==> src/rtl/sigmoid_backprop.sv <==
// Serial FP32 sigmoid backward pass: dx[i] = g[i] * y[i] * (1 - y[i]) over N packed elements.
// Optional macro SIGMOID_BP_NAN_EN turns on NaN/Inf handling for exponent-255 operands.
module sigmoid_backprop #(
    parameter int S = 32,
    parameter int N = 2
) (
    input  logic           clk,
    input  logic           rst_n,
    input  logic           start,
    input  logic [S*N-1:0] y,
    input  logic [S*N-1:0] g,
    output logic [S*N-1:0] dx,
    output logic           done
);
    localparam int IW = (N > 1) ? $clog2(N) : 1;

    typedef enum logic [2:0] {
        IDLE  = 3'd0,
        SUB   = 3'd1,
        MUL_A = 3'd2,
        MUL_B = 3'd3,
        DONE  = 3'd4
    } state_t;

    state_t         state_r, state_s;
    logic [S*N-1:0] y_r, g_r, dx_r;
    logic           done_r;
    logic [IW-1:0]  idx_r;
    logic [31:0]    t_r, p_r;
    logic           sat_r;
    logic [31:0]    y_el_s, g_el_s, t_s, p_s, r_s, res_s;
    logic           sat_s, accept_s;
`ifdef SIGMOID_BP_NAN_EN
    logic           y_nan_s, g_nan_s, g_inf_s;
`endif

    // Truncating FP32 multiply: denormals flush to zero, no denormal results, overflow clamps to max finite
    function automatic logic [31:0] fmul(input logic [31:0] a, input logic [31:0] b);
        logic              sign;
        logic [47:0]       prod;
        logic signed [9:0] e;
        logic [22:0]       m;
        sign = a[31] ^ b[31];
        prod = {24'd0, 1'b1, a[22:0]} * {24'd0, 1'b1, b[22:0]};
        e    = $signed({2'b00, a[30:23]}) + $signed({2'b00, b[30:23]}) - 10'sd127;
        if (prod[47]) begin
            e = e + 10'sd1;
            m = prod[46:24];
        end else begin
            m = prod[45:23];
        end
        if (a[30:23] == 8'd0 || b[30:23] == 8'd0) begin
            fmul = {sign, 31'd0};
        end else if (e < 10'sd1) begin
            fmul = {sign, 31'd0};
        end else if (e > 10'sd254) begin
            fmul = {sign, 31'h7F7FFFFF};
        end else begin
            fmul = {sign, e[7:0], m};
        end
    endfunction

    // 1.0 - a for 0 < a < 1; shifted-out bits of a fold into a sticky borrow so truncation stays exact
    function automatic logic [31:0] one_minus(input logic [30:0] a);
        logic [6:0]  sh;
        logic [53:0] ext;
        logic [26:0] yfx, diff, norm;
        logic        sticky;
        logic [4:0]  p;
        sh = 7'(8'd127 - a[30:23]);
        if (sh >= 7'd27) begin
            ext    = 54'd0;
            yfx    = 27'd0;
            sticky = 1'b1;
        end else begin
            ext    = {1'b1, a[22:0], 3'b000, 27'd0} >> sh;
            yfx    = ext[53:27];
            sticky = |ext[26:0];
        end
        diff = 27'h4000000 - yfx - {26'd0, sticky};
        p    = 5'd0;
        for (int i = 0; i < 26; i++) begin
            p = diff[i] ? 5'(i) : p;
        end
        norm      = diff << (5'd26 - p);
        one_minus = {1'b0, 8'd101 + {3'd0, p}, norm[25:3]};
    endfunction

    // Current-element operand selection and the arithmetic for each stage
    always_comb begin
        y_el_s = y_r[int'(idx_r)*S +: S];
        g_el_s = g_r[int'(idx_r)*S +: S];
        sat_s  = y_el_s[31] | (y_el_s[30:23] == 8'd0) | (y_el_s[30:23] >= 8'd127);
        t_s    = one_minus(y_el_s[30:0]);
        p_s    = fmul(y_el_s, t_r);
        r_s    = fmul(p_r, g_el_s);
`ifdef SIGMOID_BP_NAN_EN
        y_nan_s = (y_el_s[30:23] == 8'hFF) && (y_el_s[22:0] != 23'd0);
        g_nan_s = (g_el_s[30:23] == 8'hFF) && (g_el_s[22:0] != 23'd0);
        g_inf_s = (g_el_s[30:23] == 8'hFF) && (g_el_s[22:0] == 23'd0);
        if (y_nan_s || g_nan_s) begin
            res_s = 32'h7FC00000;
        end else if (g_inf_s) begin
            res_s = sat_r ? 32'h7FC00000 : {g_el_s[31] ^ y_el_s[31], 31'h7F800000};
        end else if (sat_r) begin
            res_s = 32'h00000000;
        end else begin
            res_s = r_s;
        end
`else
        res_s = sat_r ? 32'h00000000 : r_s;
`endif
    end

    // State register
    always_ff @(posedge clk or negedge rst_n) begin
        if (!rst_n) begin
            state_r <= IDLE;
        end else begin
            state_r <= state_s;
        end
    end

    // Next-state logic; start is only honoured in IDLE and DONE
    always_comb begin
        state_s  = state_r;
        accept_s = 1'b0;
        case (state_r)
            IDLE, DONE: begin
                if (start) begin
                    state_s  = SUB;
                    accept_s = 1'b1;
                end else begin
                    state_s = state_r;
                end
            end
            SUB:     state_s = MUL_A;
            MUL_A:   state_s = MUL_B;
            MUL_B: begin
                if (idx_r == IW'(N - 1)) begin
                    state_s = DONE;
                end else begin
                    state_s = SUB;
                end
            end
            default: state_s = IDLE;
        endcase
    end

    // Datapath: operand capture, stage pipeline registers and result write-back
    always_ff @(posedge clk or negedge rst_n) begin
        if (!rst_n) begin
            y_r    <= '0;
            g_r    <= '0;
            dx_r   <= '0;
            done_r <= 1'b0;
            idx_r  <= '0;
            t_r    <= 32'd0;
            p_r    <= 32'd0;
            sat_r  <= 1'b0;
        end else begin
            case (state_r)
                IDLE, DONE: begin
                    if (accept_s) begin
                        y_r    <= y;
                        g_r    <= g;
                        idx_r  <= '0;
                        done_r <= 1'b0;
                    end
                end
                SUB: begin
                    t_r   <= t_s;
                    sat_r <= sat_s;
                end
                MUL_A: p_r <= p_s;
                MUL_B: begin
                    dx_r[int'(idx_r)*S +: S] <= res_s;
                    if (idx_r == IW'(N - 1)) begin
                        done_r <= 1'b1;
                    end else begin
                        idx_r <= idx_r + IW'(1);
                    end
                end
                default: ;
            endcase
        end
    end

    assign dx   = dx_r;
    assign done = done_r;
endmodule

==> config.mk <==
export PLATFORM = sky130hd
export DESIGN_NAME = sigmoid_backprop
export DESIGN_NICKNAME = d
export VERILOG_FILES = /design/src/rtl/sigmoid_backprop.sv
export SDC_FILE = /design/constraint.sdc
export NUM_CORES = 2
export LEC_CHECK = 0
export ABC_AREA = 1
export BUFFER_PORTS_ARGS = -buffer_cell sky130_fd_sc_hd__buf_2
export CORE_MARGIN = 1
export CORE_UTILIZATION = 55
export CTS_CLUSTER_DIAMETER = 30
export DETAILED_ROUTE_END_ITERATION = 7
export GPL_ROUTABILITY_DRIVEN = 0
export PLACE_DENSITY_LB_ADDON = 0.3
export SLEW_MARGIN = 20
export SYNTH_ARGS = -nofsm -noshare
export SYNTH_HDL_FRONTEND = slang
export SYNTH_SLANG_ARGS = --single-unit
==> constraint.sdc <==
create_clock -name clk -period 24.2 [get_ports clk]
set_clock_uncertainty 0.2 [all_clocks]
set_input_delay 2.42 -clock clk [delete_from_list [all_inputs] [get_ports clk]]
set_output_delay 2.42 -clock clk [all_outputs]
set_load 0.05 [all_outputs]
# After elaboration in Yosys (flattened, before gate mapping)

Index checks and enable logic that the tools add are counted.

RAM bits: 0
Bits in latches: 0
Register bits: 261
Bits of input ports: 131
Memories: 0
Output and inout port bits: 65
Logic and storage cells: 108
ROM bits: 0

Equal/unequal tests: 7
Div/mod/pow operators: 0
Magnitude comparators: 6
Shifts and indexed selects: 6
$add $sub $neg: 13
Multiplexer cells: 49
Reduce and logical (&&, ||, !) cells: 13
Multipliers: 2
Bitwise logic cells: 3

Operators with widths:

| kind                                                    | count |
|---|---|
| 2-to-1 mux 31 bit                                       | 6 |
| variable part select 64 x 7 -> 32 bit                   | 2 |
| multiplier 24 x 24 -> 48 bit                            | 2 |
| bitwise mux 64 bit                                      | 1 |
| variable shift 32 x 33 -> 64 bit (first input constant) | 1 |
| variable part select 32 x 33 -> 64 bit                  | 1 |
| >> shifter 54 x 7 -> 54 bit                             | 1 |
| 2-to-1 mux 5 bit                                        | 10 |
| 2-to-1 mux 23 bit                                       | 2 |
| negator 6 -> 33 bit                                     | 1 |
| logical NOT 8 bit                                       | 4 |
| 2-to-1 mux 32 bit                                       | 1 |
| 2-to-1 mux 4 bit                                        | 8 |
| 2-to-1 mux 27 bit                                       | 1 |
| OR reduction 27 bit                                     | 1 |
| << shifter 27 x 5 -> 26 bit                             | 1 |
| subtractor 27 x 1 -> 27 bit                             | 1 |
| subtractor 27 bit (first input constant)                | 1 |
| adder 10 x 2 -> 10 bit (second input constant)          | 2 |
| > comparator 10 x 9 -> 1 bit (second input constant)    | 2 |
| < comparator 10 x 2 -> 1 bit (second input constant)    | 2 |
| 2-to-1 mux 10 bit                                       | 2 |
| subtractor 9 x 7 -> 10 bit (second input constant)      | 2 |
| adder 8 x 8 -> 9 bit                                    | 2 |
| 23 further kinds                                        | 42 |

# Depth between registers and ports, before layout

Depth in word-level cells: 33
Gate-level depth with buffers: 59
Depth with buffers taken out: 54

# Least setup slack after synthesis

OpenSTA, ideal clock, no wires.

Path kind: reg-to-reg
Start: reg idx_r
End: reg dx_r[44], in the netlist dx[44]
Clock period less this slack: 8.746 ns
Slack: 15.454 ns
Data arrival time: 8.427 ns
Data required time: 23.881 ns
Setup time: 0.119 ns
Stages on the path, launching flop included: 47
Buffers on the path: 7
Path through: dfrtp_1 -> buf_4 -> buf_6 -> clkbuf_1 -> clkbuf_1 -> clkbuf_1 -> o21ai_1 -> clkbuf_1 -> nor2_1 -> fa_1 -> fa_1 -> inv_1 -> fa_1 -> inv_1 -> fa_1 -> inv_1 -> fa_1 -> inv_1 -> (+11 left out) -> a21oi_1 -> inv_1 -> nand2_1 -> nand2_2 -> inv_2 -> nand3_1 -> nor2_1 -> nand2_1 -> xor2_1 -> nand2_1 -> nor4_2 -> nand4_1 -> o21ai_0 -> nor2_1 -> buf_2 -> nand2_1 -> nand2_1 -> o21a_1

Word-level cells in the longest chain between the ends: 12
Elaborated cells on any way between the ends: 20
Classes of those cells: add/sub: 4; mul: 1; order compare: 2; shift: 3; mux: 7; bitwise: 1; reduce/logical: 2

RTL lines:

| item                                   | RTL line | RTL |
|---|---|---|
| from (decl)                            | 28       | `logic [IW-1:0] idx_r;` |
| from (signal assigned)                 | 181      | `idx_r <= idx_r + IW'(1);` |
| variable part select 64 x 7 -> 32 bit  | 92       | `g_el_s = g_r[int'(idx_r)*S +: S];` |
| adder 8 x 8 -> 9 bit                   | 45       | `e = $signed({2'b00, a[30:23]}) + $signed({2'b00, b[30:23]}) - 10'sd127;` |
| subtractor 9 x 7 -> 10 bit             | 45       |  |
| adder 10 x 2 -> 10 bit                 | 47       | `e = e + 10'sd1;` |
| 2-to-1 mux 10 bit                      | 46       | `if (prod[47]) begin` |
| > comparator 10 x 9 -> 1 bit           | 56       | `end else if (e > 10'sd254) begin` |
| 2-to-1 mux 31 bit                      | 56       |  |
| 2-to-1 mux 31 bit                      | 54       | `end else if (e < 10'sd1) begin` |
| 2-to-1 mux 31 bit                      | 52       | `if (a[30:23] == 8'd0 \|\| b[30:23] == 8'd0) begin` |
| 2-to-1 mux 32 bit                      | 111      | `res_s = sat_r ? 32'h00000000 : r_s;` |
| variable part select 32 x 33 -> 64 bit | 177      | `dx_r[int'(idx_r)*S +: S] <= res_s;` |
| bitwise mux 64 bit *                   | 177      |  |
| to (signal, indexed assignment)        | 177      |  |
| to (decl)                              | 26       | `logic [S*N-1:0] y_r, g_r, dx_r;` |

Mark *: on every way between the ends. The rest lies on a longest branch, timed or not.
A chain may end at the register's enable or synchronous reset.

# Worst setup path in the final report

Start: reg idx_r
End: reg dx_r[41], in the netlist dx[41]

Same word-level chain as after synthesis.

==> impl_metrics.ini <==
[clocking]
hold_buffers = 0
cts_max_level = 2
cts_resized = 0
cts.sinks = 261
cts_setup_buffers = 0
clk_pin_slew_ps = 50
cts_buffer_depth = 3
cts_made_buffers = 50
clkLatencyLatePin_ps = 630
root_buffer = clkbuf_16
cts_tree = yes

[global_routing]
grt_pass1_wl_um = 253600
grt_pass1_vias = 46360
antenna_found_initial = 13
grtUsageTotal_pct = 33.68
grt_max_degree = 140
grt.overflow.total = 0

[route]
routed_via_density = 5.608
highest_layer = met5
wl_met1_um = 59460
drt_iter0_drc = 4079
firstDrtPassIters = 8
post_drt_wl_per_cell_um = 19.89
drc = 0
num_vias = 44950
wl_met2_um = 73550
wl_um = 159400
wl_met3_um = 15380
antenna_left = 0

[finish]
area_growth_syn_to_layout_pct = 7.203
layout_commonest_cell = nand2_1
fillers = 8337
layout.cells.most_common_list = 1639 x nand2_1, 1380 x inv_1, 964 x fa_1
ff_latch_area_mm2 = 0.006535
multi_input_area_mm2 = 0.03942
drive_gt1_share_pct = 7.184
nets = 8201

[timing]
final.setup.tns_ps = 0
setup_viol = 0
rsz0062_at_grt = no
hold_viol = 0
relSlewSlack_pct = 21.89
worstMarginPinSlew_ps = 1172
drv_slew = 0
fin_crit_ps = 11760
finalCritPeriodShare_pct = 48.57
fmax_mhz = 85.07

[hold_path]
whs_endpoint = g_r[17]
hold_start = g_r[17]
worstHoldPathType = reg -> reg
hold_depth = 2

[synth]
yosysWarnings = 0
syn_area_per_cell_um2 = 7.858
synth-adder-area-share_pct = 46.33
synth-xor-area-share_pct = 1.679
synth_edf_count = 0
synth_fp_nets = 8157
synthTopCellsByArea = fa_1 37%, dfrtp_1 12%, nand2_1 12%
synthArstFlopShare_pct = 100.0
synth_area_mm2 = 0.05238
synthFlopType = dfrtp_1
muxShareOfSynthArea_pct = 0.1338
ys_types = 65
ys_ff_latch = 261
synth_cells = 6665
synth_top_area_cell = fa_1
synth-compound-area-share_pct = 6.261
yosysSeqAreaShare_pct = 12.47
synthSimpleGateAreaFrac_pct = 20.73
synth_top_area_share_pct = 36.85
synth_top_family_by_area = adder cells

[worst_setup_path]
crit_path_max_fanout = 37
path_common_cell = inv_1
critPathLaunch = idx_r
slowest_stage = dfrtp_4
timing.reg2reg.setup_slack_ps = 12440
max_stage_delay_ps = 750
required_ps = 24480
worstRegToRegCells = 42
startpoint_type = flop
end_kind = flop
path_class = reg -> reg
rr_endpoint = dx[41]
reg2reg_from = idx_r
critical_path_arrival_ps = 12030

[die]
die_w_um = 310.6
start_util_pct = 55.78
dieArea_mm2 = 0.09647
rows = 112
io_pins = 196
die_h_um = 310.6
coreArea_mm2 = 0.09389

[outcome]
status = finished clean

[run]
cap_violations = 0

[place]
dpl.hpwl_um = 124900
port_buffers = 195
==> layer usage <==
metal,vias up,global-route usage (%)
met1,21950,42.38
met4,6,19.66
li1,19990,-
met3,631,6.532
met2,2372,54.26
met5,-,0
==> flip-flops by register name (all words and copies together), names as in the netlist, 3 cells and up <==
signal	flops
p_r	32
state_r	3
y_r	64
g_r	64
dx	64
t_r	31
==> cell families after synthesis <==
kind of cell | after synthesis
AO/OA/AOI/OAI | 560
multiplexers | 7
buffers and inverters | 1692
adder cells (fa/ha/maj) | 1361
flip-flops | 261
AND/OR/NAND/NOR | 2687
XOR/XNOR | 97
==> through the flow <==
step	utilization [%]	cells	hold slack, ps	instance area [um2]	worst slack (ps)
CTS	59.74	8004	272.8	56090	12690
global route	59.80	8015	294.8	56150	11820
global placement	57.86	7910	258.2	54320	12560
detailed placement	57.87	7910	258.4	54330	12810
finish	59.80	8015	272.0	56150	12440
floorplan	-	6665	240.7	52380	15450
==> Yosys cell counts (4+ instances only) <==
| master | n |
|---|---|
| o21ai_1 | 31 |
| nor4_1 | 17 |
| o21ai_2 | 15 |
| a21o_1 | 9 |
| nand3b_1 | 5 |
| o221ai_1 | 4 |
| clkinv_1 | 31 |
| a21boi_0 | 4 |
| o211ai_1 | 22 |
| o21a_1 | 44 |
| or2_2 | 42 |
| xor2_1 | 58 |
| buf_2 | 20 |
| o31ai_1 | 4 |
| fa_1 | 964 |
| nor3_1 | 22 |
| o21bai_1 | 6 |
| nand2_2 | 16 |
| nand4_1 | 29 |
| buf_1 | 12 |
| clkbuf_1 | 216 |
| nor2_1 | 631 |
| buf_4 | 9 |
| mux2i_1 | 7 |
| a31oi_1 | 17 |
| inv_2 | 13 |
| nand2_4 | 5 |
| o22ai_1 | 4 |
| xnor2_1 | 35 |
| nand3_1 | 260 |
| a211oi_1 | 5 |
| nand2_1 | 1640 |
| a21oi_1 | 171 |
| inv_1 | 1380 |
| o21ai_0 | 200 |
| buf_6 | 11 |
| nand3_2 | 7 |
| dfrtp_1 | 261 |
| ha_1 | 397 |
==> layout make-up <==
cell class / count / share of cell area, %
inverter: 1424 / 9.524
antenna: 10 / 0.04457
clock inverter: 43 / 0.8958
sequential: 261 / 11.64
timing repair buffer: 260 / 2.661
tap: 1254 / 2.794
multi-input combinational: 4712 / 70.21
clock buffer: 51 / 2.235
==> critical path, delay by kind of cell (launching register included) <==
family	cells	cell delay, ps
xor gates and xnor gates	1	220
buffers and inverters	13	2690
adders and majority gates	8	3860
and+or+nand+nor	12	1780
DFF	1	750
AOI/OAI and AO/OA	8	2030
==> how the worst max path moves through the flow <==
stage          slack, ps  cells after the start  endpoint
3_3_place_gp       12560                     42    dx[48]
4_1_cts            12690                     42    dx[42]
5_1_grt            11820                     40    dx[48]
6_report           12440                     42    dx[41]
3_5_place_dp       12810                     42    dx[41]
2_1_floorplan      15450                     46    dx[44]
Power is not shown: default switching activity piles up to over one toggle a cycle in this logic, so the estimate is an artifact.
